**config.mk**
```make
export PLATFORM = sky130hd
export DESIGN_NAME = byte_serializer
export DESIGN_NICKNAME = d
export VERILOG_FILES = /design/src/rtl/byte_serializer.sv
export SDC_FILE = /design/constraint.sdc
export NUM_CORES = 1
export LEC_CHECK = 0
export CAP_MARGIN = 5
export CORE_MARGIN = 1.5
export CORE_UTILIZATION = 50
export CTS_BUF_LIST = sky130_fd_sc_hd__clkbuf_8
export DETAILED_ROUTE_END_ITERATION = 6
export PLACE_DENSITY = 0.66
export SYNTH_ARGS = -nofsm -noshare
export SYNTH_HDL_FRONTEND = slang
export SYNTH_SLANG_ARGS = --single-unit
```
**constraint.sdc**
```tcl
create_clock -name clk -period 5.7 [get_ports clk]
set_input_delay 0.855 -clock clk [delete_from_list [all_inputs] [get_ports clk]]
set_output_delay 0.855 -clock clk [all_outputs]
set_load 0.02 [all_outputs]
```
**src/rtl/byte_serializer.sv**
```systemverilog
// Parallel-to-serial front end: WIDTH-bit words are buffered in a DEPTH-entry
// FIFO and streamed one bit per cycle over a valid/ready serial port.
//
// state   | meaning
// S_IDLE  | shifter empty, output idle; loads the FIFO head when one exists
// S_SHIFT | shifter holds a word; presents one bit per cycle until consumed
module byte_serializer #(
  parameter int WIDTH     = 8,
  parameter int DEPTH     = 4,
  parameter bit MSB_FIRST = 1'b1
) (
  input  logic                     clk,
  input  logic                     reset,
  input  logic                     io_in_valid,
  output logic                     io_in_ready,
  input  logic [WIDTH-1:0]         io_in_bits,
  output logic                     io_out,
  output logic                     io_out_valid,
  input  logic                     io_out_ready,
  output logic                     io_out_last,
  output logic [$clog2(DEPTH):0]   io_count
);

  localparam int AW = $clog2(DEPTH);
  localparam int CW = AW + 1;
  localparam int BW = (WIDTH > 1) ? $clog2(WIDTH) : 1;

  typedef enum logic {
    S_IDLE  = 1'b0,
    S_SHIFT = 1'b1
  } state_t;

  state_t           r_state;
  logic [WIDTH-1:0] r_mem [DEPTH];
  logic [AW-1:0]    r_wptr;
  logic [AW-1:0]    r_rptr;
  logic [CW-1:0]    r_count;
  logic [WIDTH-1:0] r_shreg;
  logic [BW-1:0]    r_bitcnt;

  logic w_push;
  logic w_pop;
  logic w_nonempty;
  logic w_last;

  assign w_nonempty  = (r_count != '0);
  assign w_last      = (r_bitcnt == BW'(WIDTH - 1));
  // Full means not ready, even if the shifter would pop in the same cycle.
  assign io_in_ready = !reset && (r_count != CW'(DEPTH));
  assign w_push      = io_in_valid && io_in_ready;

  always_comb begin
    w_pop = 1'b0;
    if (r_state == S_IDLE) w_pop = w_nonempty;
    else                   w_pop = io_out_ready && w_last && w_nonempty;
  end

  always_ff @(posedge clk) begin
    if (w_push) r_mem[r_wptr] <= io_in_bits;
  end

  always_ff @(posedge clk) begin
    if (reset) begin
      r_wptr  <= '0;
      r_rptr  <= '0;
      r_count <= '0;
    end else begin
      if (w_push) r_wptr <= r_wptr + 1'b1;
      if (w_pop)  r_rptr <= r_rptr + 1'b1;
      case ({w_push, w_pop})
        2'b10:   r_count <= r_count + 1'b1;
        2'b01:   r_count <= r_count - 1'b1;
        default: r_count <= r_count;
      endcase
    end
  end

  always_ff @(posedge clk) begin
    if (reset) begin
      r_state  <= S_IDLE;
      r_shreg  <= '0;
      r_bitcnt <= '0;
    end else begin
      case (r_state)
        S_IDLE: begin
          if (w_pop) begin
            r_shreg  <= r_mem[r_rptr];
            r_bitcnt <= '0;
            r_state  <= S_SHIFT;
          end
        end
        S_SHIFT: begin
          if (io_out_ready) begin
            if (!w_last) begin
              r_shreg  <= MSB_FIRST ? {r_shreg[WIDTH-2:0], 1'b0}
                                    : {1'b0, r_shreg[WIDTH-1:1]};
              r_bitcnt <= r_bitcnt + 1'b1;
            end else if (w_nonempty) begin
              // Chain straight into the next word so the stream has no bubble.
              r_shreg  <= r_mem[r_rptr];
              r_bitcnt <= '0;
            end else begin
              r_state <= S_IDLE;
            end
          end
        end
        default: r_state <= S_IDLE;
      endcase
    end
  end

  assign io_out_valid = !reset && (r_state == S_SHIFT);
  assign io_out       = io_out_valid && (MSB_FIRST ? r_shreg[WIDTH-1] : r_shreg[0]);
  assign io_out_last  = io_out_valid && w_last;
  assign io_count     = r_count;

endmodule
```
==> summary.txt, run 1 <==
Status
  – Outcome: complete, no violations

STA
  – Part of the cycle the worst path needs: 63.4%
  – Number of endpoints failing setup at the final stage: 0
  – Aggregate negative setup slack: 0 ns
  – Tightest Pin Transition: 0.801 ns
  – Relative slew slack: 46.4%
  – Final max-slew violation count: 0
  – Worst setup skew after layout: 0.00958 ns
  – Fmax: 277 MHz
  – Unrepaired setup endpoints after global routing: no
  – Endpoints failing hold: 0
  – Clock period minus worst slack: 3.61 ns

CTS
  – Clock latency on the worst-skew pair: 0.30 ns
  – CTS clock-pin slew for the worst setup and hold paths: 0.09 ns
  – Cells resized by post-CTS repair: 0
  – Clock tree from TritonCTS: done
  – CTS HTree Levels: 2
  – Post-CTS Setup Repair Bufs: 0
  – Number of buffers on the longest clock path: 2
  – CTS root buf: clkbuf_8
  – Count of clock tree sinks: 53
  – Number of buffers inserted for hold repair after clock tree synthesis: 0
  – CTS buffer count: 5

Drt
  – Vias per inst: 5.62
  – Wirelength, routed: 4360 um
  – # DRC: 0
  – Starting DRC count in detailed routing: 92
  – 1st-pass router iterations: 4
  – Post-DRT Antenna Nets: 0
  – Routed length per instance: 15.6 um
  – Overall via count from detail_route: 1569

Finish
  – Antenna cell count: 0
  – Proportion of layout cells with a drive suffix above 1: 8.96%
  – Relative area change from synthesis to final layout: 11.4%
  – Final layout net count: 231
  – Area of all placed cells without fillers: 2750 um^2
  – Number of cells in the finished layout apart from fillers: 279

Floorplan
  – Y dimension of the die: 73.3 um
  – Number of top-level pins: 19
  – Area of the die: 5370 um^2
  – Starting density of the core: 52.0%
  – Die X: 73.3 um
  – Floorplan row count: 25
  – Core ar.: 4750 um^2

Pwr
  – Final Total Pwr: 1.26 mW
  – Worst VDD drop: 0.184 mV
  – Leakage power: 0.921 nW
  – Power density normalized to cell area: 456 nW/um^2

Worst setup path
  – Maximum fanout along the worst path: 22
  – Type of origin of the critical path: input port
  – Most frequent cell on the critical path: clkdlybuf4s50_1
  – Cell-by-cell listing of the critical path: clkdlybuf4s50_1 > nor2b_1 > and2_1 > clkdlybuf4s50_1
  – Register-to-Register Path Depth: 10
  – Worst Path Arrival: 2.76 ns
  – Required @ worst endpoint: 4.85 ns
  – Crit end category: output pin
  – Worst r2r src: r_bitcnt[0]
  – Slowest stage cell, crit path: clkdlybuf4s50_1
  – Setup slack of the worst register-to-register path: 3.09 ns
  – Path type of the worst setup path: in -> out
  – Worst stage delay on the critical path: 0.82 ns
  – Capturing point of the worst reg2reg path: io_count[2]

Placement
  – Placed cell count: 271
  – DPL Wire Length: 2950 um
  – Number of buffers inserted by port buffering: 18
  – Cell Area, Placed: 2650 um^2
  – Routability Congestion: 0.736

Global routing
  – First-pass GRT wire length: 7130 um
  – Initial antenna violation count: 0
  – Vias in the first global route: 1557
  – Pin count of the biggest net entering global routing: 23
  – Global route total overflow: 0
  – Total routing usage reported by global routing: 17.9%

Synth
  – Number of distinct library cells after synthesis: 38
  – Yosys warns: 0
  – Leading cell types by total area after synthesis: edfxtp_1 (39%), dfxtp_1 (17%), mux2i_1 (3.6%)
  – Area of the mapped netlist: 2470 um^2
  – Syn_area_per_cell: 12.4 um^2
  – Sequential cell area fraction in the yosys report: 55.9%
  – Number of register bits inferred by synthesis: 53
  – Cell type contributing the most total cell area after synthesis: edfxtp_1
  – Total nets after synthesis: 220
  – Portion of synthesized cell area occupied by the leading cell type: 38.9%
  – Gate count after technology mapping: 200

Worst hold path
  – Min-Delay Endpoint: r_shreg[0]
  – Worst min-delay path category: reg -> reg
  – WHS Path Cells: 2
  – Worst Min Path Start: r_shreg[0]

Flow run
  – Max-capacitance violation count: 0
-- cell usage in the layout (no fill, tap or decap), types with 4 or more instances in the layout --
master	netlist	routed
o31a_1	5	5
nand3_1	8	8
clkbuf_8	0	5
nor2_1	7	7
a31oi_1	9	9
or3_1	4	4
nor2b_1	5	5
edfxtp_1	32	32
inv_1	15	16
mux2i_1	9	9
ha_1	7	7
mux2_2	7	7
and2_1	6	6
a21oi_1	7	7
a311o_1	7	7
nor3b_1	9	9
dfxtp_1	21	21
clkdlybuf4s50_1	0	18
nand3b_1	5	5
-- layout make-up --
| type | count | area, um^2 |
|---|---|---|
| fill | 411 | 2000 |
| sequential | 53 | 1380 |
| clock buffer | 5 | 68.8 |
| multi-input combinational | 118 | 946 |
| inverter | 15 | 56.3 |
| tap | 67 | 83.8 |
| timing repair buffer | 18 | 180 |
| clock inverter | 3 | 37.5 |
-- cell usage after synthesis (all sizes together) --
cell type   n
and2        6
mux2        8
nand2       3
inv        15
dfxtp      21
fa          1
nor2        7
clkbuf      3
o2bb2ai     1
a21oi       8
nor3        2
nand3       8
a32oi       1
mux2i       9
or4         1
mux4        1
and3b       2
a311o       7
or3         4
o21ai       3
a21boi      1
nand2b      1
xor2        2
edfxtp     32
ha          7
o31a        5
nor3b      10
o31ai       1
nor2b       5
buf        11
a31oi       9
nand3b      5
-- logic make-up after synthesis --
family          share of synthesized area, %
flops                                   55.9
xor+xnor                               0.709
mux                                     8.35
fa+ha+maj                               4.35
buf+inv                                 5.82
compound gates                          11.0
simple gates                            13.8
-- power breakdown --
group	switching, mW	internal (mW)	leakage, nW	total [mW]
logic	0.244	0.215	0.401	0.459
registers	0.0828	0.474	0.463	0.557
clock network	0.113	0.128	0.0570	0.241
total	0.440	0.816	0.921	1.26
-- sequential cells by signal, summed over array words and instances, names as in the netlist, named ones only --
register and cells:
io_count 3, r_shreg 8, r_state 1, r_bitcnt 3
r_rptr 2, r_wptr 2, r_mem 32
-- per-layer routing --
metal	vias up	routed length [um]	GRT usage (%)
li1	757	-	-
met1	762	1860	22.4
met2	41	2200	30.0
met3	9	187	3.02
met4	0	106	8.85
met5	-	0	0
-- per-stage QoR --
step,hold WS [ns],utilization (%),setup slack (ns)
after global routing,0.496,57.9,1.96
after CTS,0.472,57.9,2.07
after detailed placement,0.460,55.7,2.07
after global placement,0.449,55.7,2.14
final,0.470,57.9,2.09
after floorplan,0.438,-,3.27
-- critical path, delay by kind of cell --
family / cells / cell delay [ns]
buf+inv: 2 / 1.41
simple gates: 2 / 0.50
-- worst max-delay path by stage --
stage          start           to  slack [ns]  cells after the start
6_report       reset  io_out_last        2.09                      4
3_3_place_gp   reset  io_out_last        2.14                      4
5_1_grt        reset  io_out_last        1.96                      4
2_1_floorplan  reset  io_in_ready        3.27                      3
3_5_place_dp   reset  io_out_last        2.07                      4
4_1_cts        reset  io_out_last        2.07                      4
No activity file was read; power rests on OpenSTA's default activity.
==> run 2: changes to the inputs <==
clock period = 3.41 ns   (was 5.7 ns; I/O delays follow)
==> run 2 against run 1 <==
Effect of this change:
- sequential power grew 67%
- count of clock-buffer cells in the layout unchanged
- sequential cell count is the same
- first-iteration DRC count down 27%
- register-to-register slack got worse by 2.2 ns
- die area is the same
- clock skew increased by 0.0014 ns
- cell count rose by 0.36%
- wire length down 2.5%
- total power rose by 68%
- critical path depth is 1 higher
- largest power group unchanged
- highest routed layer unchanged
==> summary.txt, run 2 (synthesis gave the netlist of run 1 again) <==
Status
  – Outcome: complete, no violations

Pwr
  – Leakage power: 0.921 nW (about the same)
  – Power density normalized to cell area: 764 nW/um^2 (+67%)
  – Worst VDD drop: 0.351 mV (+91%)
  – Final Total Pwr: 2.11 mW (+68%)

Global routing
  – Vias in the first global route: 1559 (+0.13%)
  – Initial antenna violation count: 0 (unchanged)
  – Total routing usage reported by global routing: 17.8% (-0.050 points)
  – Global route total overflow: 0 (unchanged)
  – Pin count of the biggest net entering global routing: 22 (-4.3%)
  – First-pass GRT wire length: 7160 um (+0.39%)

STA
  – Part of the cycle the worst path needs: 80.5%
  – Aggregate negative setup slack: 0 ns (unchanged)
  – Number of endpoints failing setup at the final stage: 0 (unchanged)
  – Crit path setup slack, layout: 0.667 ns (-1.42 ns)
  – Final max-slew violation count: 0 (unchanged)
  – Tightest Pin Transition: 0.699 ns (-0.102 ns)
  – Fmax: 365 MHz
  – Worst setup skew after layout: 0.0110 ns (+0.00145 ns)
  – Relative slew slack: 53.4% (+7.0 points)
  – Clock period minus worst slack: 2.74 ns
  – Unrepaired setup endpoints after global routing: no
  – Endpoints failing hold: 0 (unchanged)

Placement
  – Routability Congestion: 0.746 (+1.4%)
  – Cell Area, Placed: 2660 um^2 (+0.28%)
  – DPL Wire Length: 2940 um (-0.27%)
  – Pre-CTS worst setup slack: 0.556 ns (-1.51 ns)
  – Number of buffers inserted by port buffering: 18 (unchanged)

Worst setup path
  – Crit end category: output pin
  – Largest delay share family, worst path: buffers and inverters
  – Type of origin of the critical path: input port
  – Slowest stage cell, crit path: clkdlybuf4s50_1
  – Most frequent cell on the critical path: clkdlybuf4s50_1
  – Path type of the worst setup path: in -> out
  – Worst Path Buf+Inv: 3 (+1)
  – Worst stage delay on the critical path: 0.59 ns (-0.23 ns)
  – Worst Path Arrival: 2.23 ns (-0.53 ns)
  – Maximum fanout along the worst path: 16 (-27%)
  – Required @ worst endpoint: 2.90 ns (-1.95 ns)
  – Cell-by-cell listing of the critical path: clkdlybuf4s50_1 > buf_4 > nor2b_1 > and2_1 > clkdlybuf4s50_1

CTS
  – CTS HTree Levels: 2 (unchanged)
  – Post-CTS Setup Repair Bufs: 0 (unchanged)
  – Cells resized by post-CTS repair: 0 (unchanged)
  – Number of buffers on the longest clock path: 2 (unchanged)
  – CTS root buf: clkbuf_8
  – CTS buffer count: 5 (unchanged)
  – Clock tree from TritonCTS: done
  – Count of clock tree sinks: 53 (unchanged)
  – CTS clock-pin slew for the worst setup and hold paths: 0.09 ns (about the same)
  – Clock latency on the worst-skew pair: 0.30 ns (about the same)
  – Number of buffers inserted for hold repair after clock tree synthesis: 0 (unchanged)

Finish
  – Registers with the most flip-flops: r_mem: 32 flops, r_shreg: 8 flops
  – Relative area change from synthesis to final layout: 11.9%
  – Final layout net count: 232 (+0.43%)
  – Most common library cell in the layout ignoring fill and taps: edfxtp_1
  – Most frequent cells in the layout: edfxtp_1 (32), dfxtp_1 (21), clkdlybuf4s50_1 (18), inv_1 (15)
  – Antenna cell count: 0 (unchanged)
  – Final Util: 58.2% (+0.24 points)
  – Proportion of layout cells with a drive suffix above 1: 9.86% (+0.90 points)
  – Area of all placed cells without fillers: 2770 um^2 (+0.41%)
  – Number of flip-flops in the largest register: 32 (unchanged)
  – Largest Register: r_mem

Floorplan
  – Starting density of the core: 52.0% (unchanged)
  – Area of the die: 5370 um^2 (unchanged)
  – Core ar.: 4750 um^2 (unchanged)
  – Die X: 73.3 um (unchanged)
  – Floorplan row count: 25 (unchanged)
  – Y dimension of the die: 73.3 um (unchanged)
  – Number of top-level pins: 19 (unchanged)

Flow run
  – Max-capacitance violation count: 0 (unchanged)

Drt
  – Vias per inst: 5.56 (-1.2%)
  – Wirelength, routed: 4250 um (-2.5%)
  – Starting DRC count in detailed routing: 67 (-27%)
  – Post-DRT Antenna Nets: 0 (unchanged)
  – Routed length per instance: 15.2 um (-2.8%)
  – # DRC: 0 (unchanged)
  – Overall via count from detail_route: 1556 (-0.83%)
  – 1st-pass router iterations: 4 (unchanged)

Worst hold path
  – Worst min-delay path category: reg -> reg
## run 2: cell types whose count changed in the layout (fill, tap and decap cells not counted)
cell / delta
clkinvlp_4: +1
inv_1: -1
buf_4: +1
## run 2: final timing paths
check                    from     endpoint  slack, ns  cells after the start
hold reg to reg   r_bitcnt[2]  r_bitcnt[2]       0.47                      2
setup reg to reg  r_bitcnt[0]  io_count[2]       0.89                     10
setup / recovery        reset  io_out_last       0.67                      5
hold / removal    r_bitcnt[2]  r_bitcnt[2]       0.47                      2
## run 2: area by class of cell
class,instances,area [um^2]
timing repair buffer,19,188
clock buffer,5,68.8
tap,67,83.8
fill,397,1990
sequential,53,1380
multi-input combinational,118,946
clock inverter,3,41.3
inverter,15,56.3
## run 2: routing by layer
| metal | up-vias | GRT usage, % | wire, um |
|---|---|---|---|
| met2 | 34 | 28.7 | 1960 |
| met3 | 15 | 4.12 | 188 |
| met1 | 745 | 22.4 | 1970 |
| met5 | - | 0 | 0 |
| li1 | 762 | - | - |
| met4 | 0 | 9.47 | 131 |
## run 2: metrics by stage
stage	std cells	hold slack, ns
after floorplan	200	0.438
after global placement	272	0.448
after detailed placement	272	0.467
after CTS	280	0.481
after global routing	280	0.504
final	280	0.474
## run 2: power by group
group          internal, mW  total (mW)  switching (mW)
clock                 0.216       0.412           0.196
sequential            0.792       0.929           0.137
combinational         0.361       0.771           0.410
total                  1.37        2.11           0.743
## run 2: worst register-to-register path: stages, from the launching register on
cell and delay, ns:
dfxtp_1 0.38, ha_1 0.17, ha_1 0.38, a21boi_2 0.17, nor2_1 0.13, ha_1 0.18
inv_1 0.06, fa_1 0.37, xor2_1 0.15, or3_1 0.30, a21oi_1 0.15
